$ cat src/rtl/inst_fetch_bridge_if.sv
// SRAM-like instruction memory bus (req/addr_ok/data_ok) between the fetch bridge and imem.
interface inst_fetch_bridge_if #(
    parameter int WIDTH = 32
);
    logic             inst_req;
    logic             inst_wr;
    logic [1:0]       inst_size;
    logic [WIDTH-1:0] inst_addr;
    logic [WIDTH-1:0] inst_wdata;
    logic             inst_addr_ok;
    logic             inst_data_ok;
    logic [WIDTH-1:0] inst_rdata;

    modport master (
        output inst_req, inst_wr, inst_size, inst_addr, inst_wdata,
        input  inst_addr_ok, inst_data_ok, inst_rdata
    );

    modport slave (
        input  inst_req, inst_wr, inst_size, inst_addr, inst_wdata,
        output inst_addr_ok, inst_data_ok, inst_rdata
    );
endinterface

$ cat src/rtl/inst_fetch_bridge.sv
// Fetch-side bridge: turns the IF-stage PC into single-outstanding imem reads, holds the
// last fetched word, and drops responses that belong to a PC abandoned on redirect.
module inst_fetch_bridge #(
    parameter int               WIDTH    = 32,
    parameter logic [WIDTH-1:0] NOP_INST = '0
) (
    input  logic              clk,
    input  logic              rst,
    input  logic [WIDTH-1:0]  pc_in,
    output logic [WIDTH-1:0]  inst_out,
    output logic              inst_valid,
    output logic              addr_err,
    output logic              stall_req,
    inst_fetch_bridge_if.master mem
);
    typedef enum logic [1:0] {IDLE, REQ, WAIT, DISCARD} state_t;

    state_t           state;
    logic             req_q;
    logic [WIDTH-1:0] addr_q;
    logic [WIDTH-1:0] word_q;
    logic [WIDTH-1:0] fetched_pc;
    logic             have_inst;

    logic misaligned, hit, pc_match;

    assign misaligned = (pc_in[1:0] != 2'b00);
    assign hit        = have_inst && (fetched_pc == pc_in);
    assign pc_match   = (pc_in == addr_q);

    assign inst_valid = hit | misaligned;
    assign addr_err   = misaligned;
    assign inst_out   = misaligned ? NOP_INST : word_q;
    assign stall_req  = rst && !inst_valid;

    assign mem.inst_req   = req_q;
    assign mem.inst_addr  = addr_q;
    assign mem.inst_wr    = 1'b0;
    assign mem.inst_size  = 2'b10;
    assign mem.inst_wdata = '0;

    always_ff @(posedge clk or negedge rst) begin
        if (!rst) begin
            state      <= IDLE;
            req_q      <= 1'b0;
            addr_q     <= '0;
            word_q     <= '0;
            fetched_pc <= '0;
            have_inst  <= 1'b0;
        end else begin
            unique case (state)
                IDLE: begin
                    if (!misaligned && !hit) begin
                        addr_q <= pc_in;
                        req_q  <= 1'b1;
                        state  <= REQ;
                    end
                end
                // Request is never withdrawn; a redirect here only decides where the reply goes.
                REQ: begin
                    if (mem.inst_addr_ok) begin
                        req_q <= 1'b0;
                        state <= pc_match ? WAIT : DISCARD;
                    end
                end
                WAIT: begin
                    if (!pc_match) begin
                        state <= mem.inst_data_ok ? IDLE : DISCARD;
                    end else if (mem.inst_data_ok) begin
                        word_q     <= mem.inst_rdata;
                        fetched_pc <= addr_q;
                        have_inst  <= 1'b1;
                        state      <= IDLE;
                    end
                end
                DISCARD: begin
                    if (mem.inst_data_ok) state <= IDLE;
                end
                default: state <= IDLE;
            endcase
        end
    end
endmodule

$ cat src/flat_wrapper.sv
// flat-port wrapper written by rule: the top's interface ports become plain ports
module inst_fetch_bridge_flat 
#(
    parameter int               WIDTH    = 32,
    parameter logic [WIDTH-1:0] NOP_INST = '0
)
  (clk, rst, pc_in, inst_out, inst_valid, addr_err, stall_req, mem_inst_req, mem_inst_wr, mem_inst_size, mem_inst_addr, mem_inst_wdata, mem_inst_addr_ok, mem_inst_data_ok, mem_inst_rdata);
  inst_fetch_bridge_if #(.WIDTH(WIDTH)) mem_i ();
  input  logic clk;
  input  logic rst;
  input  logic [WIDTH-1:0] pc_in;
  output logic [WIDTH-1:0] inst_out;
  output logic inst_valid;
  output logic addr_err;
  output logic stall_req;
  output wire logic [$bits(mem_i.inst_req)-1:0] mem_inst_req;
  output wire logic [$bits(mem_i.inst_wr)-1:0] mem_inst_wr;
  output wire logic [$bits(mem_i.inst_size)-1:0] mem_inst_size;
  output wire logic [$bits(mem_i.inst_addr)-1:0] mem_inst_addr;
  output wire logic [$bits(mem_i.inst_wdata)-1:0] mem_inst_wdata;
  input wire logic [$bits(mem_i.inst_addr_ok)-1:0] mem_inst_addr_ok;
  input wire logic [$bits(mem_i.inst_data_ok)-1:0] mem_inst_data_ok;
  input wire logic [$bits(mem_i.inst_rdata)-1:0] mem_inst_rdata;
  assign mem_inst_req = mem_i.inst_req;
  assign mem_inst_wr = mem_i.inst_wr;
  assign mem_inst_size = mem_i.inst_size;
  assign mem_inst_addr = mem_i.inst_addr;
  assign mem_inst_wdata = mem_i.inst_wdata;
  assign mem_i.inst_addr_ok = mem_inst_addr_ok;
  assign mem_i.inst_data_ok = mem_inst_data_ok;
  assign mem_i.inst_rdata = mem_inst_rdata;
  inst_fetch_bridge #(.WIDTH(WIDTH), .NOP_INST(NOP_INST)) u_core (.clk(clk), .rst(rst), .pc_in(pc_in), .inst_out(inst_out), .inst_valid(inst_valid), .addr_err(addr_err), .stall_req(stall_req), .mem(mem_i));
endmodule
$ cat config.mk
export PLATFORM = sky130hd
export DESIGN_NAME = inst_fetch_bridge_flat
export DESIGN_NICKNAME = d
export VERILOG_FILES = /design/src/rtl/inst_fetch_bridge_if.sv /design/src/rtl/inst_fetch_bridge.sv /design/src/flat_wrapper.sv
export SDC_FILE = /design/constraint.sdc
export NUM_CORES = 1
export LEC_CHECK = 0
export BUFFER_PORTS_ARGS = -buffer_cell sky130_fd_sc_hd__buf_2
export CORE_MARGIN = 3
export CORE_UTILIZATION = 25
export CTS_CLUSTER_DIAMETER = 60
export DETAILED_ROUTE_END_ITERATION = 16
export SLEW_MARGIN = 20
export SYNTH_ARGS = -nofsm -noshare
export SYNTH_HDL_FRONTEND = slang
export SYNTH_SLANG_ARGS = --single-unit
$ cat constraint.sdc
create_clock -name clk -period 2.8 [get_ports clk]
set_input_delay 0.14 -clock clk [delete_from_list [all_inputs] [get_ports clk]]
set_output_delay 0.14 -clock clk [all_outputs]
set_load 0.02 [all_outputs]
==> results of run 1 <==
## report_power, final
group / switching (mW) / total [mW] / internal (mW)
sequential: 0.287 / 1.97 / 1.68
combinational: 0.736 / 1.31 / 0.576
clock: 0.610 / 1.33 / 0.720
## critical path, delay by kind of cell (launching register included)
| kind | cells | cell delay, ns |
|---|---|---|
| flip-flops | 1 | 0.41 |
| multiplexers | 1 | 0.39 |
| AND/OR/NAND/NOR | 4 | 1.01 |
| XOR/XNOR | 1 | 0.33 |
| buffers and inverters | 1 | 0.29 |
## cells by family after synthesis
kind of cell	count (synthesis)	share of synthesized area, %
mux	94	21.43
other cells	2	0.1521
compound gates	5	0.6840
simple gates	66	8.057
xor+xnor	64	11.35
flops	100	50.67
buf+inv	52	7.651
## metrics by stage
stage | setup WS, ns | hold slack [ns] | utilization (%) | std cells
finish | 0.1782 | 0.01506 | 32.54 | 794
floorplan | 0.7513 | -0.1556 | - | 416
detailed placement | 0.06795 | 0.2824 | 30.37 | 769
CTS | 0.03648 | 0.0005219 | 32.51 | 794
global route | 0.06519 | 0.0003701 | 32.54 | 794
global placement | 0.1306 | 0.2620 | 30.37 | 769
## path summary, 6_finish.rpt
kind / from / end
worst max-delay path: u_core.mem.inst_addr[14] / u_core.word_q[12]
worst min-delay path: mem_inst_rdata[7] / u_core.word_q[7]
worst max register to register: u_core.mem.inst_addr[14] / u_core.word_q[12]
worst min register to register: u_core.word_q[22] / u_core.word_q[22]
max in group asynchronous: rst / u_core.fetched_pc[3]
min in group asynchronous: rst / u_core.word_q[22]
## repair_timing
item,in CTS,in global routing
buffers inserted,0,0
hold buffers,9,0
endpoints found under the hold margin,108,0
setup endpoints to repair,0,52
gates resized for setup,0,1
## cells in the final DEF (no fill, tap or decap), types with 2 or more instances in the layout
cell	n
nand4_1	14
clkbuf_16	9
inv_8	2
dlygate4sd3_1	9
nor4_1	3
nand3_1	2
inv_1	4
dfrtp_1	100
mux2_1	49
conb_1	35
buf_12	3
buf_4	4
xor2_1	4
and2_1	35
inv_6	2
mux2_2	45
buf_2	134
xnor2_1	60
nand2_1	4
## final cells by class
| type | count | area (sq um) |
|---|---|---|
| Multi-Input combinational cell | 264 | 2197 |
| Tap cell | 260 | 325.3 |
| Clock buffer | 9 | 225.2 |
| Sequential cell | 100 | 2502 |
| Timing Repair Buffer | 150 | 850.8 |
| Fill cell | 1963 | 12870 |
| Clock inverter | 7 | 93.84 |
| Inverter | 4 | 15.01 |
## state kept, by name, summed over array words and instances, names as in the netlist
signal                count
u_core.state              2
u_core.have_inst          1
u_core.fetched_pc        32
u_core.word_q            32
u_core.mem.inst_addr     32
u_core.mem.inst_req       1
## layer usage
| layer | vias up | GRT usage [%] |
|---|---|---|
| met2 | 90 | 19.94 |
| met4 | 0 | 3.716 |
| li1 | 1514 | - |
| met3 | 12 | 3.135 |
| met5 | - | 0 |
| met1 | 1570 | 14.01 |
==> results.toml, run 1 <==
[outcome]
status = "completed"

[route]
via_per_inst = 4.013
detail_route.wl_per_cell_um = 15.47
route.met3.wl_um = 534
dr.pass1.iters = 5
totalWireLength_mm = 12.28
postRouteAntennaNets = 0
drt_iter0_drc = 126
vias = 3186
wl_met2_mm = 6.181
top_layer = "met4"
drc = 0
wl_met1_mm = 5.369

[synth]
synth_ff_type = "dfrtp_1"
ys_seq_elements = 100
synth.largest_area_cell = "dfrtp_1"
synthArstFlopShare_pct = 100.0
syn_avg_cell_area_sq_um = 12.89
synth_warnings = 0
synthDistinctLibCells = 27
synth_top_area_share_pct = 50.67
synth-seq-area-share_pct = 50.67
synth_area_sq_um = 4938
netlist_instances = 383
synth-edff-count = 0
synth_common_cells = "100 x dfrtp_1, 60 x xnor2_1, 49 x mux2_1, 45 x mux2_2, 38 x buf_4"
synth.most_common_cell = "dfrtp_1"
synth_area_leaders = "dfrtp_1 51%, mux2_1 11%, xnor2_1 11%, mux2_2 10%, buf_4 5.8%"

[global_routing]
globalRouteTotalUtil_pct = 11.55
grt_max_degree = 101
grt_antenna_before_repair = 0
grt_pass1_wl_mm = 18.98
grt_pass1_vias = 3386
grt-ovfl-total = 0

[power]
p_per_area_nw_per_um2 = 742.2
fin_total_pwr_mw = 4.609
ir_drop_uv = 440.6
leakage_nw = 3.118

[cells_and_area]
design_area_sq_um = 6210
antenna_cells = 0
drive_gt1_share_pct = 38.76
nNetsFinal = 597
area_delta_synth_final_pct = 25.74

[clocking]
insertion_delay_ns = 0.36
root_buffer = "clkbuf_16"
clock_path_buffers = 2
cts_tree = "done"
clock_sinks = 100
numCtsBuffers = 9
cts.htree.levels = 3
cts.clk_slew.worst_paths_ns = 0.07

[place]
hpwl_mm = 9.414
port_buffers = 135
gp_congestion = 0.7632
placed_area_sq_um = 5794

[sta]
hold_viol = 0
relSlewSlack_pct = 62.11
fin_crit_ns = 2.622
finalSetupViolCount = 0
final-max-slew-violation-count = 0
period_share_pct = 93.64
worstMarginPinSlew_ns = 0.5683
setup_tns_ns = 0
fmax_ghz = 0.3814
skew_ns = 0.01068
grt_setup_unrepaired = "false"

[die]
fp.coreArea_sq_um = 19080
dieHeight_um = 146.6
die_w_um = 146.6
start_util_pct = 25.88
io_pins = 171
die_area_sq_um = 21480
rows = 50

[critical_path]
regToRegSetupSlack_ns = 0.18
crit_path_max_fanout = 54
cp.arrival_ns = 2.86
cpPeakStageDelay_ns = 0.41
slowest_stage = "dfrtp_1"
r2r_cells = 7
required_ns = 3.04
path_class = "reg2reg"
crit_path_end_kind = "flop"
cp_cell_sequence = "xnor2_1, nand4_1, nor4_2, nand2_1, nor3_4, buf_12, mux2_2"
cp-start-kind = "flop"

[min_path]
holdCritPathClass = "in2reg"
whs_path_depth = 2

[job]
maxCapViolCount = 0
Power figures use the tool's default switching activity.
==> run 2: changes to the inputs <==
--- a/config.mk
+++ b/config.mk
@@ -10,6 +10,7 @@
 export CORE_UTILIZATION = 25
 export CTS_CLUSTER_DIAMETER = 60
 export DETAILED_ROUTE_END_ITERATION = 16
+export PLACE_DENSITY = 0.46
 export SLEW_MARGIN = 20
 export SYNTH_ARGS = -nofsm -noshare
 export SYNTH_HDL_FRONTEND = slang
==> run 2 against run 1 <==
Against the previous run:
- routed wire length increased by 2.5%
- core utilization down 0.13 points
- combinational power is essentially flat
- register-to-register slack better by 0.08 ns
- critical path type unchanged
==> results.toml, run 2 (synthesis gave the netlist of run 1 again) <==
[route]
vias = 3233
via_per_inst = 4.077
drt_iter0_drc = 75
drc = 0
detail_route.wl_per_cell_um = 15.88
dr.pass1.iters = 4
totalWireLength_mm = 12.59
postRouteAntennaNets = 0

[clocking]
cts_tree = "done"
clock_sinks = 100
insertion_delay_ns = 0.35
root_buffer = "clkbuf_16"
cts.clk_slew.worst_paths_ns = 0.07
cts.htree.levels = 3
clock_path_buffers = 2
numCtsBuffers = 9
cts_setup_buffers = 0

[job]
maxCapViolCount = 0

[power]
ir_drop_uv = 355.3
p_per_area_nw_per_um2 = 734.3
leakage_nw = 3.110

[place]
hpwl_mm = 9.485
placed_area_sq_um = 5807
port_buffers = 135
gp_congestion = 0.7295

[cells_and_area]
antenna_cells = 0
layout_commonest_cell = "buf_2"
design_area_sq_um = 6185
n_fill_cell = 1950
multi_input_area_sq_um = 2197
final_cell_mix = "134 x buf_2, 100 x dfrtp_1, 60 x xnor2_1"
nNetsFinal = 596
drive_gt1_share_pct = 38.65
seq_area_sq_um = 2502
area_delta_synth_final_pct = 25.23

[global_routing]
grt_max_degree = 78
grt_antenna_before_repair = 0
grt_pass1_vias = 3494
globalRouteTotalUtil_pct = 12.01
grt-ovfl-total = 0
grt_pass1_wl_mm = 19.98

[sta]
finalSetupViolCount = 0
fin_crit_ns = 2.547
hold_viol = 0
fmax_ghz = 0.3927
grt_setup_unrepaired = "false"
final-max-slew-violation-count = 0
period_share_pct = 90.95
skew_ns = 0.009906
whs_ns = 0.01714
setup_tns_ns = 0

[critical_path]
cpPeakStageDelay_ns = 0.41
cp.arrival_ns = 2.77
path_class = "reg2reg"
cp_cell_sequence = "xnor2_1, nand4_1, nor4_2, nand2_1, nor3_4, buf_12, mux2_1"
crit_path_end_kind = "flop"
required_ns = 3.03
slowest_stage = "dfrtp_1"
crit_path_max_fanout = 36
cp-start-kind = "flop"

[die]
start_util_pct = 25.88
fp.coreArea_sq_um = 19080
dieHeight_um = 146.6
die_area_sq_um = 21480
io_pins = 171
rows = 50
die_w_um = 146.6

[min_path]
holdCritPathClass = "in2reg"

[outcome]
status = "completed"
run 2: cell count changes in the layout (fill, tap and decap cells not counted):
cell and delta:
clkinv_2 +3, inv_8 -2, buf_12 +1, buf_4 -1
clkbuf_1 +1, clkinv_8 -1, clkinvlp_4 -1, dlygate4sd3_1 -1
run 2: worst paths after layout:
check                                         startpoint  depth (start not counted)  slack (ns)                     to
worst max-delay path            u_core.mem.inst_addr[14]                          7        0.25  u_core.fetched_pc[29]
worst min-delay path                  mem_inst_rdata[17]                          2        0.02      u_core.word_q[17]
worst max register to register  u_core.mem.inst_addr[14]                          7        0.25  u_core.fetched_pc[29]
worst min register to register          u_core.have_inst                          1        0.46       u_core.have_inst
max in group asynchronous                            rst                          3        1.78       u_core.word_q[5]
min in group asynchronous                            rst                          2        0.25      u_core.word_q[21]
run 2: layout make-up:
type | count | share of cell area, %
multi-input combinational | 264 | 35.53
tap | 260 | 5.260
inverter | 4 | 0.2428
sequential | 100 | 40.46
timing repair buffer | 149 | 13.80
clock inverter | 6 | 1.012
clock buffer | 10 | 3.702
run 2: layer usage:
metal | global-route usage (%) | vias to the layer above | wire (um) | share of wire (%)
li1 | - | 1525 | - | -
met1 | 15.30 | 1607 | 5664 | 45
met2 | 19.98 | 89 | 6234 | 50
met3 | 2.793 | 12 | 508 | 4.0
met4 | 4.280 | 0 | 186 | 1.5
met5 | 0 | - | 0 | 0
run 2: where the power goes:
group          total (mW)  internal, mW  switching, mW  leakage (nW)
clock                1.27         0.696          0.574         0.147
combinational        1.30         0.575          0.730          1.63
sequential           1.97          1.68          0.287          1.34
run 2: metrics by stage:
| step | util, % | worst slack [ns] | std cells | total power, mW |
|---|---|---|---|---|
| floorplan | - | 0.7513 | 416 | 2.794 |
| global placement | 30.43 | 0.05542 | 769 | 3.292 |
| detailed placement | 30.43 | 0.1010 | 769 | 3.314 |
| CTS | 32.33 | 0.07022 | 792 | 4.620 |
| global route | 32.41 | 0.1603 | 793 | 4.817 |
| finish | 32.41 | 0.2533 | 793 | 4.542 |
run 2: critical path: cells and delay by family, from the launching register on:
family / cells / cell delay (ns)
and+or+nand+nor: 4 / 1.05
muxes: 1 / 0.35
xor gates and xnor gates: 1 / 0.31
buffers and inverters: 1 / 0.27
DFF: 1 / 0.41
run 2: timing repair:
item                                    in CTS  in global routing
hold buffers                                 7                  1
hold endpoints to repair                    30                  1
resized for setup                            0                  1
endpoints found under the setup margin       0                 64
